<file path="src/rtl/ls_functional_unit.sv">
`default_nettype none
// ============================================================================
// Module   : ls_functional_unit
// Brief    : Single-outstanding LDUR/STUR unit between the RS issue port,
//            data memory and ROB completion port.
// Revision : 1.0
// ============================================================================

package ls_functional_unit_pkg;
  typedef logic [1:0] fu_op_t;
  localparam fu_op_t FU_OP_NOP  = 2'd0;
  localparam fu_op_t FU_OP_LDUR = 2'd1;
  localparam fu_op_t FU_OP_STUR = 2'd2;
endpackage

module ls_functional_unit
  import ls_functional_unit_pkg::*;
#(
  parameter int DATA_W     = 64,
  parameter int ROB_IDX_W  = 4,
  parameter int ALIGN_BITS = 3
) (
  input  logic                 in_clk,
  input  logic                 in_rst,
  input  logic                 in_rs_start,
  input  fu_op_t               in_rs_op,
  input  logic [DATA_W-1:0]    in_rs_val_a,
  input  logic [DATA_W-1:0]    in_rs_val_b,
  input  logic [ROB_IDX_W-1:0] in_rs_dst_rob_index,
  output logic                 out_fu_ready,
  output logic                 out_mem_req_valid,
  input  logic                 in_mem_req_ready,
  output logic                 out_mem_req_we,
  output logic [DATA_W-1:0]    out_mem_addr,
  output logic [DATA_W-1:0]    out_mem_wdata,
  input  logic                 in_mem_resp_valid,
  input  logic [DATA_W-1:0]    in_mem_rdata,
  input  logic                 in_rob_is_mispred,
  output logic                 out_rob_done,
  output logic [ROB_IDX_W-1:0] out_rob_dst_rob_index,
  output logic [DATA_W-1:0]    out_rob_value,
  output logic                 out_rob_fault
);

  typedef enum logic [1:0] {
    S_IDLE = 2'd0,
    S_REQ  = 2'd1,
    S_WAIT = 2'd2,
    S_DONE = 2'd3
  } state_t;

  state_t                 r_state;
  fu_op_t                 r_op;
  logic [DATA_W-1:0]      r_addr;
  logic [DATA_W-1:0]      r_wdata;
  logic [ROB_IDX_W-1:0]   r_dst;
  logic [DATA_W-1:0]      r_value;
  logic                   r_fault;
  logic                   r_kill;

  logic w_valid_op;
  logic w_accept;
  logic w_misaligned;
  logic w_mem_fire;
  logic w_done;

  assign w_valid_op   = (in_rs_op == FU_OP_LDUR) || (in_rs_op == FU_OP_STUR);
  assign out_fu_ready = (r_state == S_IDLE) && !in_rst;
  assign w_accept     = in_rs_start && out_fu_ready && w_valid_op && !in_rob_is_mispred;
  assign w_misaligned = |in_rs_val_a[ALIGN_BITS-1:0];
  assign w_mem_fire   = (r_state == S_REQ) && in_mem_req_ready;

  assign out_mem_req_valid = (r_state == S_REQ);
  assign out_mem_req_we    = (r_op == FU_OP_STUR);
  assign out_mem_addr      = r_addr;
  assign out_mem_wdata     = r_wdata;

  // A flush arriving in the completion cycle cancels the pulse itself.
  assign w_done                = (r_state == S_DONE) && !in_rob_is_mispred;
  assign out_rob_done          = w_done;
  assign out_rob_dst_rob_index = w_done ? r_dst   : '0;
  assign out_rob_value         = w_done ? r_value : '0;
  assign out_rob_fault         = w_done ? r_fault : 1'b0;

  always_ff @(posedge in_clk) begin
    if (in_rst) begin
      r_state <= S_IDLE;
      r_op    <= FU_OP_NOP;
      r_addr  <= '0;
      r_wdata <= '0;
      r_dst   <= '0;
      r_value <= '0;
      r_fault <= 1'b0;
      r_kill  <= 1'b0;
    end else begin
      case (r_state)
        S_IDLE: begin
          if (w_accept) begin
            r_op    <= in_rs_op;
            r_addr  <= in_rs_val_a;
            r_wdata <= in_rs_val_b;
            r_dst   <= in_rs_dst_rob_index;
            r_value <= '0;
            r_kill  <= 1'b0;
            r_fault <= w_misaligned;
            r_state <= w_misaligned ? S_DONE : S_REQ;
          end
        end
        S_REQ: begin
          if (w_mem_fire) begin
            if (r_op == FU_OP_STUR) begin
              r_state <= in_rob_is_mispred ? S_IDLE : S_DONE;
            end else begin
              // The load is already in memory; remember to discard its data.
              r_state <= S_WAIT;
              r_kill  <= in_rob_is_mispred;
            end
          end else if (in_rob_is_mispred) begin
            r_state <= S_IDLE;
          end
        end
        S_WAIT: begin
          if (in_mem_resp_valid) begin
            if (r_kill || in_rob_is_mispred) begin
              r_state <= S_IDLE;
              r_kill  <= 1'b0;
            end else begin
              r_value <= in_mem_rdata;
              r_state <= S_DONE;
            end
          end else if (in_rob_is_mispred) begin
            r_kill <= 1'b1;
          end
        end
        S_DONE: begin
          r_state <= S_IDLE;
        end
        default: begin
          r_state <= S_IDLE;
        end
      endcase
    end
  end

endmodule

`default_nettype wire

</file>
<file path="config.mk">
export PLATFORM = sky130hd
export DESIGN_NAME = ls_functional_unit
export DESIGN_NICKNAME = d
export VERILOG_FILES = /design/src/rtl/ls_functional_unit.sv
export SDC_FILE = /design/constraint.sdc
export NUM_CORES = 1
export LEC_CHECK = 0
export ABC_AREA = 1
export BUFFER_PORTS_ARGS = -buffer_cell sky130_fd_sc_hd__clkbuf_2
export CORE_ASPECT_RATIO = 0.6
export CORE_MARGIN = 2
export CORE_UTILIZATION = 42
export DETAILED_ROUTE_END_ITERATION = 8
export PLACE_DENSITY_LB_ADDON = 0.2
export SLEW_MARGIN = 20
export SYNTH_ARGS = -nofsm -noshare
export SYNTH_HDL_FRONTEND = slang
export SYNTH_SLANG_ARGS = --single-unit
</file>
<file path="constraint.sdc">
create_clock -name in_clk -period 1.6 [get_ports in_clk]
set_input_delay 0.32 -clock in_clk [delete_from_list [all_inputs] [get_ports in_clk]]
set_output_delay 0.32 -clock in_clk [all_outputs]
set_load 0.05 [all_outputs]
</file>
==> reports/results.tsv, run 1 <==
metric	value	unit
average size of a mapped cell	6.67	µm²
minimum period implied by the final worst setup slack	2.05	ns
GP Congestion	0.820	
most repeated cell in the gate-level netlist after synthesis	sky130_fd_sc_hd__nor2_1	
number of warnings printed during yosys synthesis	0	
most frequent cells after synthesis	404 x sky130_fd_sc_hd__nor2_1, 214 x sky130_fd_sc_hd__nand2_1, 202 x sky130_fd_sc_hd__dfxtp_1, 147 x sky130_fd_sc_hd__inv_1, 135 x sky130_fd_sc_hd__o21ai_0	
syn nets	1489	
buffer cell driving the clock tree root	sky130_fd_sc_hd__clkbuf_16	
largest fanout on the critical path	39	
cell area after synthesis	8530	µm²
IR drop worst, VDD	1.05	mV
fraction of layout cells with a size suffix above 1	42.6	%
number of max-slew violations in the final report	0	
number of cells on the worst reg-to-reg path	14	
sum of negative setup slack	-50.89	ns
part of the power in the clock network	20.7	%
num rows	40	
DR pass1 iterations	5	
total global-route track usage	25.8	%
number of antenna violations at the first check in global routing	0	
Achievable Freq	487	MHz
sequential share of power	26.5	%
number of levels in the clock H-tree	1	
count of final setup violators	263	
area of the placeable core	20000	µm²
worst-case setup margin in the final layout	-0.455	ns
Seq cells post-synth	202	
horizontal extent of the die	188	µm
HPWL after detailed placement	18900	µm
area occupied by multi-input gates	4430	µm²
required time reported for the critical path endpoint	1.28	ns
violations in the final reports	negative setup slack	
end point of the most critical hold path	out_mem_addr[57]$_SDFFE_PP0P_	
Design Area, Final	14700	µm²
sequential fraction of the synthesis area	47.4	%
result of the run	complete, but fails checks	
CTS tree	yes	
Worst Tran Pin Value	0.638	ns
fill cell instance count of the final layout	1497	
final cycle utilization of the critical path	128	%
remaining routing DRC violations	0	
category of the worst setup path capture point	primary output	
number of enable-type register cells in the synthesized netlist	0	
setup repair after global routing missed its margin	true	
arrival time reported for the critical path endpoint	1.73	ns
synth top area cells	sky130_fd_sc_hd__dfxtp_1 47%, sky130_fd_sc_hd__nor2_1 18%, sky130_fd_sc_hd__nand2_1 9.4%, sky130_fd_sc_hd__o21ai_0 7.9%, sky130_fd_sc_hd__inv_1 6.5%	
Yosys top cell by area	sky130_fd_sc_hd__dfxtp_1	
antenna cells	0	
worst slack at placement	-0.110	ns
count of cells along the worst hold path	3	
Hold Crit Class	in -> reg	
CTS clk-pin slew, worst paths	0.07	ns
DIE HEIGHT	114	µm
cells after synthesis	1279	
number of standard cells in the layout, taps in and fillers out	2015	
placed cells	1916	
maximum number of pins on one net before global-route repair	108	
final hold violation count	0	
switching power summed over all nets	0.00942	W
Cell Pwr Density	1650	nW/µm²
Synth-to-Final Area Change	71.9	%
total clock buffers created by CTS	20	
type of the setup path with the least slack	reg -> out	
synth unique cells	19	
portion of synthesized cell area occupied by the leading cell type	47.4	%
max-capacitance violation count	0	
worst setup skew after layout	0.00321	ns
clock latency on the worst-skew pair	0.49	ns
number of buffers inserted for hold repair after clock tree synthesis	0	
maximum buffer depth of the clock tree	3	
Total Nets Final	1939	
Via Count	9978	
initial core utilization	42.7	%
dominant synthesized flop cell	sky130_fd_sc_hd__dfxtp_1	
Routed WL	33900	µm
full die area	21500	µm²
number of global-route vias before repair	8716	
post-place instance area	11200	µm²
Internal Dissipation	0.0148	W
minimum hold slack	0.0637	ns
R2R setup slack	-0.33	ns
start point of the worst hold path	in_rs_val_a[57]	
Congestion Overflow GR	0	
clk sinks	202	
switch share	39.0	%
initial drt markers	675	
share of synthesized flip-flops with an asynchronous set or reset	0	%
capture point of the worst reg-to-reg path	r_value[43]$_SDFFE_PP0P_	
routed vias/inst	4.95	
relative contribution of combinational cells to total power	52.7	%
Detail Route Antenna Nets	0	
wire per inst	16.8	µm
number of buffers added on ports	404	
leakage power of the design	7.00	nW
first-pass GRT wire length	45200	µm
I/O pin total	405	
worst slew slack as a fraction of its limit	57.4	%
type of origin of the critical path	flip-flop	
worst flop-to-flop path startpoint	r_state[0]$_SDFFE_PP0P_	
combined flip-flop and latch cell area	4050	µm²
==> final cells by class <==
cell class / instances / area share (%)
sequential: 202 / 27.6
inverter: 150 / 4.05
multi-input combinational: 837 / 30.2
clock buffer: 32 / 4.27
timing repair buffer: 517 / 30.9
timing repair inverter: 1 / 0.205
clock inverter: 3 / 0.444
tap: 273 / 2.33
==> sequential cells by signal, summed over array words and instances, names as in the netlist <==
signal and flops:
out_mem_wdata 64, r_state 2, r_value 64, r_op 2, r_fault 1, r_kill 1, out_mem_addr 64, r_dst 4
==> kinds of logic (layout without fill, tap and decap cells) <==
family          after synthesis  count (layout)  share of synthesized area (%)
flops                       202             202                           47.4
buf+inv                     240             703                           11.0
simple gates                681             681                           31.8
fa+ha+maj                     6               6                          0.880
compound gates              150             150                           8.95
==> layer usage <==
metal  share of wire (%)  routed length [µm]  vias to the layer above  track usage, %
met1                  41               14000                     4611            33.1
met4                 2.9                 987                        0            7.98
met3                 6.8                2290                       84            5.49
met2                  49               16700                      452            43.9
met5                   0                   0                        -               0
li1                    -                   -                     4831               -
==> power by group through the flow <==
stage / Combinational [W] / Sequential [W] / Clock (W)
after floorplan: 0.00498 / 0.00701 / 0
after global placement: 0.00785 / 0.00642 / 0
after detailed placement: 0.00793 / 0.00647 / 0
after CTS: 0.0112 / 0.00636 / 0.00505
after global routing: 0.0138 / 0.00648 / 0.00528
final: 0.0128 / 0.00642 / 0.00501
==> worst max-delay path by stage <==
stage / startpoint / to / slack (ns)
3_3_place_gp: r_state[0]$_SDFFE_PP0P_ / r_value[30]$_SDFFE_PP0P_ / -0.08
6_report: r_state[0]$_SDFFE_PP0P_ / out_rob_value[10] / -0.45
3_5_place_dp: r_state[0]$_SDFFE_PP0P_ / r_value[26]$_SDFFE_PP0P_ / -0.11
4_1_cts: r_state[0]$_SDFFE_PP0P_ / out_rob_value[53] / -0.45
2_1_floorplan: r_state[0]$_SDFFE_PP0P_ / out_rob_value[54] / -0.21
5_1_grt: r_state[0]$_SDFFE_PP0P_ / out_rob_value[10] / -0.53
==> cell usage in the layout (no fill, tap or decap), drive strengths merged <==
master	n
o31ai	1
inv	149
buf	134
a21oi	12
o22ai	1
clkbuf	415
bufinv	2
dfxtp	202
nor2	404
clkinv	3
o21bai	1
nand4	58
nand3	4
ha	6
o21ai	135
nand2	215
==> critical path, cell delays in order (launching register included) <==
cell	delay, ns
sky130_fd_sc_hd__dfxtp_2	0.34
sky130_fd_sc_hd__buf_6	0.11
sky130_fd_sc_hd__ha_4	0.15
sky130_fd_sc_hd__nand2_8	0.07
sky130_fd_sc_hd__buf_12	0.18
sky130_fd_sc_hd__nor2_1	0.12
sky130_fd_sc_hd__clkbuf_4	0.24
==> what timing repair did <==
item	CTS	global route
setup buffers	15	15
hold endpoints to repair	0	0
setup endpoints to repair	235	260
cloned	12	28
pin swaps	18	46
resized for setup	214	377
==> stage by stage <==
stage | util, % | total power (W)
after floorplan | - | 0.0120
after global placement | 55.9 | 0.0143
after detailed placement | 55.9 | 0.0144
after CTS | 65.7 | 0.0226
after global routing | 73.5 | 0.0255
final | 73.5 | 0.0242
No activity file was read; power rests on OpenSTA's default activity.
==> run 2, diff against run 1 <==
Settings changed: ABC_AREA 1 to 0, CORE_AREA from default to 2 2 160 162, CORE_ASPECT_RATIO 0.6 to default, CORE_MARGIN 2 to default, CORE_UTILIZATION 42 to default, DIE_AREA from default to 0 0 162 164.
==> run 2 against run 1 <==
  * The flow still finishes with violations (negative setup slack)
  * Design area rose by 3.6%
  * Power fell by 22%
  * Worst hold slack got worse by 0.041 ns
  * Sequential share of layout area fell by 0.94 points
  * Via count fell by 10%
  * Synthesized cell count fell by 21%
  * Critical path type unchanged
  * Largest cell class unchanged
==> reports/results.tsv, run 2 <==
metric	value	unit	change
area occupied by multi-input gates	4090	µm²	-7.6%
total clock buffers created by CTS	24		+20%
Synth-to-Final Area Change	92.7	%	
Detail Route Antenna Nets	0		unchanged
post-route core utilization	61.2	%	-12 points
worst slew slack as a fraction of its limit	30.8	%	-27 points
Design Area, Final	15200	µm²	+3.6%
DIE HEIGHT	164	µm	+43%
syn nets	1215		-18%
most frequent cells after synthesis	269 x sky130_fd_sc_hd__nand2_1, 202 x sky130_fd_sc_hd__dfxtp_1, 201 x sky130_fd_sc_hd__a21oi_1, 70 x sky130_fd_sc_hd__and2_1, 69 x sky130_fd_sc_hd__o21ai_0		
number of max-slew violations in the final report	0		unchanged
post-place instance area	11300	µm²	+1.5%
leakage power of the design	6.30	nW	-10%
wire per inst	18.0	µm	+6.7%
first-pass GRT wire length	47300	µm	+4.8%
number of antenna violations at the first check in global routing	1		+1
remaining routing DRC violations	0		unchanged
cell area after synthesis	7880	µm²	-7.6%
number of enable-type register cells in the synthesized netlist	0		unchanged
portion of synthesized cell area occupied by the leading cell type	51.3	%	+3.9 points
clk sinks	202		unchanged
count of final setup violators	273		+3.8%
minimum period implied by the final worst setup slack	2.16	ns	+0.101 ns
worst slack at placement	-0.272	ns	-0.162 ns
antenna cells	0		unchanged
share of synthesized flip-flops with an asynchronous set or reset	0	%	unchanged
average size of a mapped cell	7.84	µm²	+18%
horizontal extent of the die	162	µm	-14%
maximum number of pins on one net before global-route repair	176		+63%
required time reported for the critical path endpoint	1.28	ns	about the same
num rows	58		+45%
largest fanout on the critical path	6		-85%
synth unique cells	31		+12
category of the worst setup path capture point	primary output		
number of buffers added on ports	404		unchanged
DR pass1 iterations	6		+1
total global-route track usage	22.6	%	-3.2 points
fill cell instance count of the final layout	2099		+40%
maximum buffer depth of the clock tree	3		unchanged
Routed WL	33100	µm	-2.5%
Seq cells post-synth	202		unchanged
result of the run	complete, but fails checks		
Yosys top cell by area	sky130_fd_sc_hd__dfxtp_1		
I/O pin total	405		unchanged
buffer cell driving the clock tree root	sky130_fd_sc_hd__clkbuf_16		
most repeated cell in the gate-level netlist after synthesis	sky130_fd_sc_hd__nand2_1		
clock latency on the worst-skew pair	0.51	ns	+0.02 ns
most common library cell in the layout ignoring fill and taps	sky130_fd_sc_hd__clkbuf_2		
final hold violation count	0		unchanged
setup repair after global routing missed its margin	true		
CTS tree	yes		
fraction of layout cells with a size suffix above 1	51.1	%	+8.5 points
synth top area cells	sky130_fd_sc_hd__dfxtp_1 51%, sky130_fd_sc_hd__nand2_1 13%, sky130_fd_sc_hd__a21oi_1 13%, sky130_fd_sc_hd__and2_1 5.6%, sky130_fd_sc_hd__o21ai_0 4.4%		
Worst Tran Pin Value	1.04	ns	+0.400 ns
number of warnings printed during yosys synthesis	0		unchanged
initial drt markers	577		-15%
worst-case setup margin in the final layout	-0.556	ns	-0.101 ns
Via Count	8943		-10%
dominant synthesized flop cell	sky130_fd_sc_hd__dfxtp_1		
final cycle utilization of the critical path	135	%	+6.3 points
combined flip-flop and latch cell area	4050	µm²	about the same
Hold Crit Class	in -> reg		
cells after synthesis	1005		-21%
initial core utilization	31.8	%	-11 points
GP Congestion	0.800		-2.5%
Congestion Overflow GR	0		unchanged
Total Nets Final	1704		-12%
number of levels in the clock H-tree	1		unchanged
type of origin of the critical path	flip-flop		
Cell Pwr Density	1250	nW/µm²	-24%
HPWL after detailed placement	18800	µm	-0.93%
leading cell types in the layout, fill and taps excluded	330 x sky130_fd_sc_hd__clkbuf_2, 249 x sky130_fd_sc_hd__nand2_1, 199 x sky130_fd_sc_hd__dfxtp_1		
worst setup skew after layout	0.00810	ns	+0.00488 ns
max-capacitance violation count	0		unchanged
Achievable Freq	464	MHz	-4.7%
number of global-route vias before repair	8577		-1.6%
routed vias/inst	4.86		-2.0%
IR drop worst, VDD	0.859	mV	-18%
violations in the final reports	negative setup slack		
arrival time reported for the critical path endpoint	1.84	ns	+0.11 ns
sequential fraction of the synthesis area	51.3	%	+3.9 points
CTS clk-pin slew, worst paths	0.06	ns	about the same
full die area	26600	µm²	+24%
area of the placeable core	24800	µm²	+24%
type of the setup path with the least slack	reg -> out		
## run 2: cells by family after synthesis
kind of cell / share of synthesized area (%)
mux: 0.127
fa+ha+maj: 0.952
compound gates: 17.9
flops: 51.3
simple gates: 24.2
xor+xnor: 0.111
buf+inv: 5.37
## run 2: critical path, stage by stage (launching register included)
cell                        delay (ns)
sky130_fd_sc_hd__dfxtp_2          0.35
sky130_fd_sc_hd__ha_4             0.13
sky130_fd_sc_hd__nor2b_4          0.18
sky130_fd_sc_hd__buf_6            0.18
sky130_fd_sc_hd__clkbuf_16        0.17
sky130_fd_sc_hd__and2_4           0.15
sky130_fd_sc_hd__clkbuf_16        0.15
## run 2: layout make-up
class / count / share of cell area [%]
repair buffers: 548 / 37.4
multi-input cells: 711 / 27.0
flip-flops and latches: 202 / 26.6
clock buffers: 36 / 4.79
well taps: 330 / 2.72
clock inverters: 8 / 1.27
inverters: 7 / 0.222
## run 2: final timing paths
check,startpoint,endpoint,slack (ns),cells after the start
max,r_state[0]$_SDFFE_PP0P_,out_rob_value[46],-0.56,6
min,in_rs_val_a[40],out_mem_addr[40]$_SDFFE_PP0P_,0.02,3
max reg2reg,r_state[1]$_SDFFE_PP0P_,r_value[54]$_SDFFE_PP0P_,-0.42,11
min reg2reg,out_mem_wdata[51]$_SDFFE_PP0P_,out_mem_wdata[51]$_SDFFE_PP0P_,0.45,2
## run 2: power breakdown
part	total [W]	switching (W)	internal [W]
Combinational	0.00736	0.00403	0.00332
Sequential	0.00536	0.000124	0.00524
Clock	0.00627	0.00217	0.00409
Total	0.0190	0.00633	0.0127
## run 2: metal layers
layer / track usage (%) / up-vias / wire length [µm]
met5: 0 / - / 13
met3: 5.86 / 66 / 2400
met1: 26.5 / 4148 / 13200
met4: 7.68 / 2 / 1210
li1: - / 4344 / -
met2: 40.0 / 383 / 16300
## run 2: timing repair
item | CTS | global route
buffers inserted | 38 | 13
hold buffers | 2 | 0
gates cloned | 38 | 7
pin swaps | 38 | 25
hold endpoints to repair | 2 | 0
setup endpoints to repair | 273 | 275
resized for setup | 247 | 153
## run 2: through the flow
| stage | setup TNS (ns) | power, W | hold WS [ns] | std cells |
|---|---|---|---|---|
| 2_1_floorplan | -15.61 | 0.00788 | 0.437 | 1005 |
| 3_3_place_gp | -41.80 | 0.00968 | 0.441 | 1705 |
| 3_5_place_dp | -44.84 | 0.00967 | 0.445 | 1705 |
| 4_1_cts | -79.59 | 0.0183 | 0.000461 | 1826 |
| 5_1_grt | -110.78 | 0.0198 | 0.00599 | 1842 |
| 6_report | -86.73 | 0.0190 | 0.0226 | 1842 |
==> run 3, diff against run 2 <==
Clock period 1.6 ns to 1.9 ns, I/O delays scaled along.
==> run 3 against run 2 <==
  * The run still ends with negative setup slack left
  * Register-to-register slack improved by 0.47 ns
  * Die area unchanged
  * Worst hold slack improved by 0.055 ns
  * Wire length is 14% lower
  * Clock skew grew 0.015 ns
  * Flip-flop and latch count stayed put
  * Clock power down 26%
  * Sequential power shrank 16%
  * Critical endpoint is now out_rob_value[30]
  * Largest cell class is now sequential cells
  * Highest routed layer is now met4
==> reports/results.tsv, run 3 (same netlist as run 2, synthesis figures left out) <==
metric	value	unit	change
result of the run	complete, but fails checks		
violations in the final reports	negative setup slack		
Achievable Freq	455	MHz	
Congestion Overflow GR	0		unchanged
number of max-slew violations in the final report	0		unchanged
largest fanout on the critical path	10		+4
fraction of layout cells with a size suffix above 1	40.8	%	-10 points
clock latency on the worst-skew pair	0.52	ns	about the same
minimum period implied by the final worst setup slack	2.20	ns	
first-pass GRT wire length	41500	µm	-12%
number of antenna violations at the first check in global routing	1		unchanged
worst-case setup margin in the final layout	-0.297	ns	+0.259 ns
part of the power in the clock network	35.4	%	+2.4 points
number of buffers added on ports	404		unchanged
clk sinks	202		unchanged
start point of the worst hold path	in_rs_val_a[18]		
Setup crit start	r_state[0]$_SDFFE_PP0P_		
arrival time reported for the critical path endpoint	1.82	ns	-0.02 ns
switching power summed over all nets	0.00441	W	-30%
total global-route track usage	19.2	%	-3.3 points
worst flop-to-flop path startpoint	r_state[1]$_SDFFE_PP0P_		
CTS clk-pin slew, worst paths	0.06	ns	about the same
maximum buffer depth of the clock tree	3		unchanged
I/O pin total	405		unchanged
area of the placeable core	24800	µm²	unchanged
combined flip-flop and latch cell area	4050	µm²	about the same
HPWL after detailed placement	18400	µm	-1.7%
Detail Route Antenna Nets	0		unchanged
sequential share of power	34.5	%	+6.3 points
buffer cell driving the clock tree root	sky130_fd_sc_hd__clkbuf_16		
Via Count	8340		-6.7%
routed vias/inst	4.78		-1.6%
relative contribution of combinational cells to total power	30.0	%	-8.8 points
most common library cell in the layout ignoring fill and taps	sky130_fd_sc_hd__clkbuf_2		
Worst Tran Pin Value	0.786	ns	-0.252 ns
number of levels in the clock H-tree	1		unchanged
minimum hold slack	0.0778	ns	+0.0552 ns
DR pass1 iterations	6		unchanged
count of final setup violators	70		-74%
capture point of the worst reg-to-reg path	r_value[22]$_SDFFE_PP0P_		
wire per inst	16.3	µm	-9.4%
remaining routing DRC violations	0		unchanged
number of cells on the worst reg-to-reg path	8		-3
area occupied by multi-input gates	3670	µm²	-10%
setup repair after global routing missed its margin	true		
post-place instance area	11000	µm²	-3.2%
count of cells along the worst hold path	3		unchanged
IR drop worst, VDD	1.07	mV	+25%
final hold violation count	0		unchanged
full die area	26600	µm²	unchanged
horizontal extent of the die	162	µm	unchanged
Cell Pwr Density	1040	nW/µm²	-17%
type of the setup path with the least slack	reg -> out		
Routed WL	28400	µm	-14%
R2R setup slack	0.05	ns	+0.47 ns
category of the worst setup path capture point	primary output		
CTS tree	yes		
end point of the most critical hold path	out_mem_addr[18]$_SDFFE_PP0P_		
final cycle utilization of the critical path	116	%	
total clock buffers created by CTS	23		-4.2%
worst slack at placement	-0.0165	ns	+0.256 ns
Hold Crit Class	in -> reg		
required time reported for the critical path endpoint	1.52	ns	+0.24 ns
Internal Dissipation	0.00860	W	-32%
Total Nets Final	1611		-5.5%
num rows	58		unchanged
worst slew slack as a fraction of its limit	47.6	%	+17 points
initial core utilization	31.8	%	unchanged
initial drt markers	597		+3.5%
fill cell instance count of the final layout	2437		+16%
maximum number of pins on one net before global-route repair	147		-16%
max-capacitance violation count	0		unchanged
GP Congestion	0.789		-1.3%
leakage power of the design	5.23	nW	-17%
Design Area, Final	12600	µm²	-17%
DIE HEIGHT	164	µm	unchanged
number of global-route vias before repair	7798		-9.1%
worst setup skew after layout	0.0232	ns	+0.0152 ns
leading cell types in the layout, fill and taps excluded	330 x sky130_fd_sc_hd__clkbuf_2, 269 x sky130_fd_sc_hd__nand2_1, 200 x sky130_fd_sc_hd__a21oi_1, 200 x sky130_fd_sc_hd__dfxtp_1, 68 x sky130_fd_sc_hd__o21ai_0		
post-route core utilization	50.6	%	-11 points
Synth-to-Final Area Change	59.3	%	
type of origin of the critical path	flip-flop		
switch share	33.9	%	+0.56 points
## run 3: per-layer routing
metal | vias up | global-route usage (%) | routed length (µm)
li1 | 4116 | - | -
met1 | 3823 | 23.1 | 11400
met2 | 332 | 32.3 | 13500
met3 | 69 | 5.51 | 2240
met4 | 0 | 8.17 | 1210
met5 | - | 0 | 0
## run 3: power groups by stage
stage                     Combinational (W)  Sequential, W  Clock [W]
after global routing                0.00421        0.00451    0.00487
after CTS                           0.00371        0.00449    0.00474
after floorplan                     0.00167        0.00493          0
after detailed placement            0.00351        0.00458          0
final                               0.00391        0.00449    0.00461
after global placement              0.00351        0.00458          0
## run 3: per-stage QoR
stage / total power (W) / setup TNS (ns) / std cells
2_1_floorplan: 0.00660 / 0 / 1005
3_3_place_gp: 0.00809 / 0 / 1689
3_5_place_dp: 0.00809 / -0.0321 / 1689
4_1_cts: 0.0129 / -19.21 / 1733
5_1_grt: 0.0136 / -21.50 / 1745
6_report: 0.0130 / -18.53 / 1746
## run 3: how the worst max path moves through the flow
| stage | endpoint | slack, ns |
|---|---|---|
| detailed placement | out_mem_addr[22]$_SDFFE_PP0P_ | -0.02 |
| finish | out_rob_value[30] | -0.30 |
| floorplan | out_rob_dst_rob_index[0] | 0.05 |
| global route | out_rob_value[44] | -0.33 |
| CTS | out_rob_value[16] | -0.32 |
| global placement | out_mem_addr[46]$_SDFFE_PP0P_ | 0.01 |
## run 3: area by class of cell
type	count	share of cell area, %
Sequential cell	202	32.2
Multi-Input combinational cell	709	29.3
Timing Repair Buffer	458	28.8
Clock buffer	31	4.98
Tap cell	330	3.29
Clock inverter	7	1.11
Inverter	7	0.289
Antenna cell	2	0.0398
## run 3: what timing repair did
action                     4_1_cts  5_1_grt
pin swaps                        4       11
buffers inserted                 5        9
resized for setup              109      104
cloned                           2        4
setup endpoints to repair       72      135
hold buffers                     0        0
hold endpoints to repair         0        0
## run 3: worst max-delay path, cell delays in order (launching register included)
cell and delay [ns]:
sky130_fd_sc_hd__dfxtp_2 0.33, sky130_fd_sc_hd__ha_2 0.17, sky130_fd_sc_hd__nor2b_4 0.18, sky130_fd_sc_hd__buf_6 0.16, sky130_fd_sc_hd__buf_12 0.15, sky130_fd_sc_hd__and2_4 0.16
sky130_fd_sc_hd__buf_8 0.14
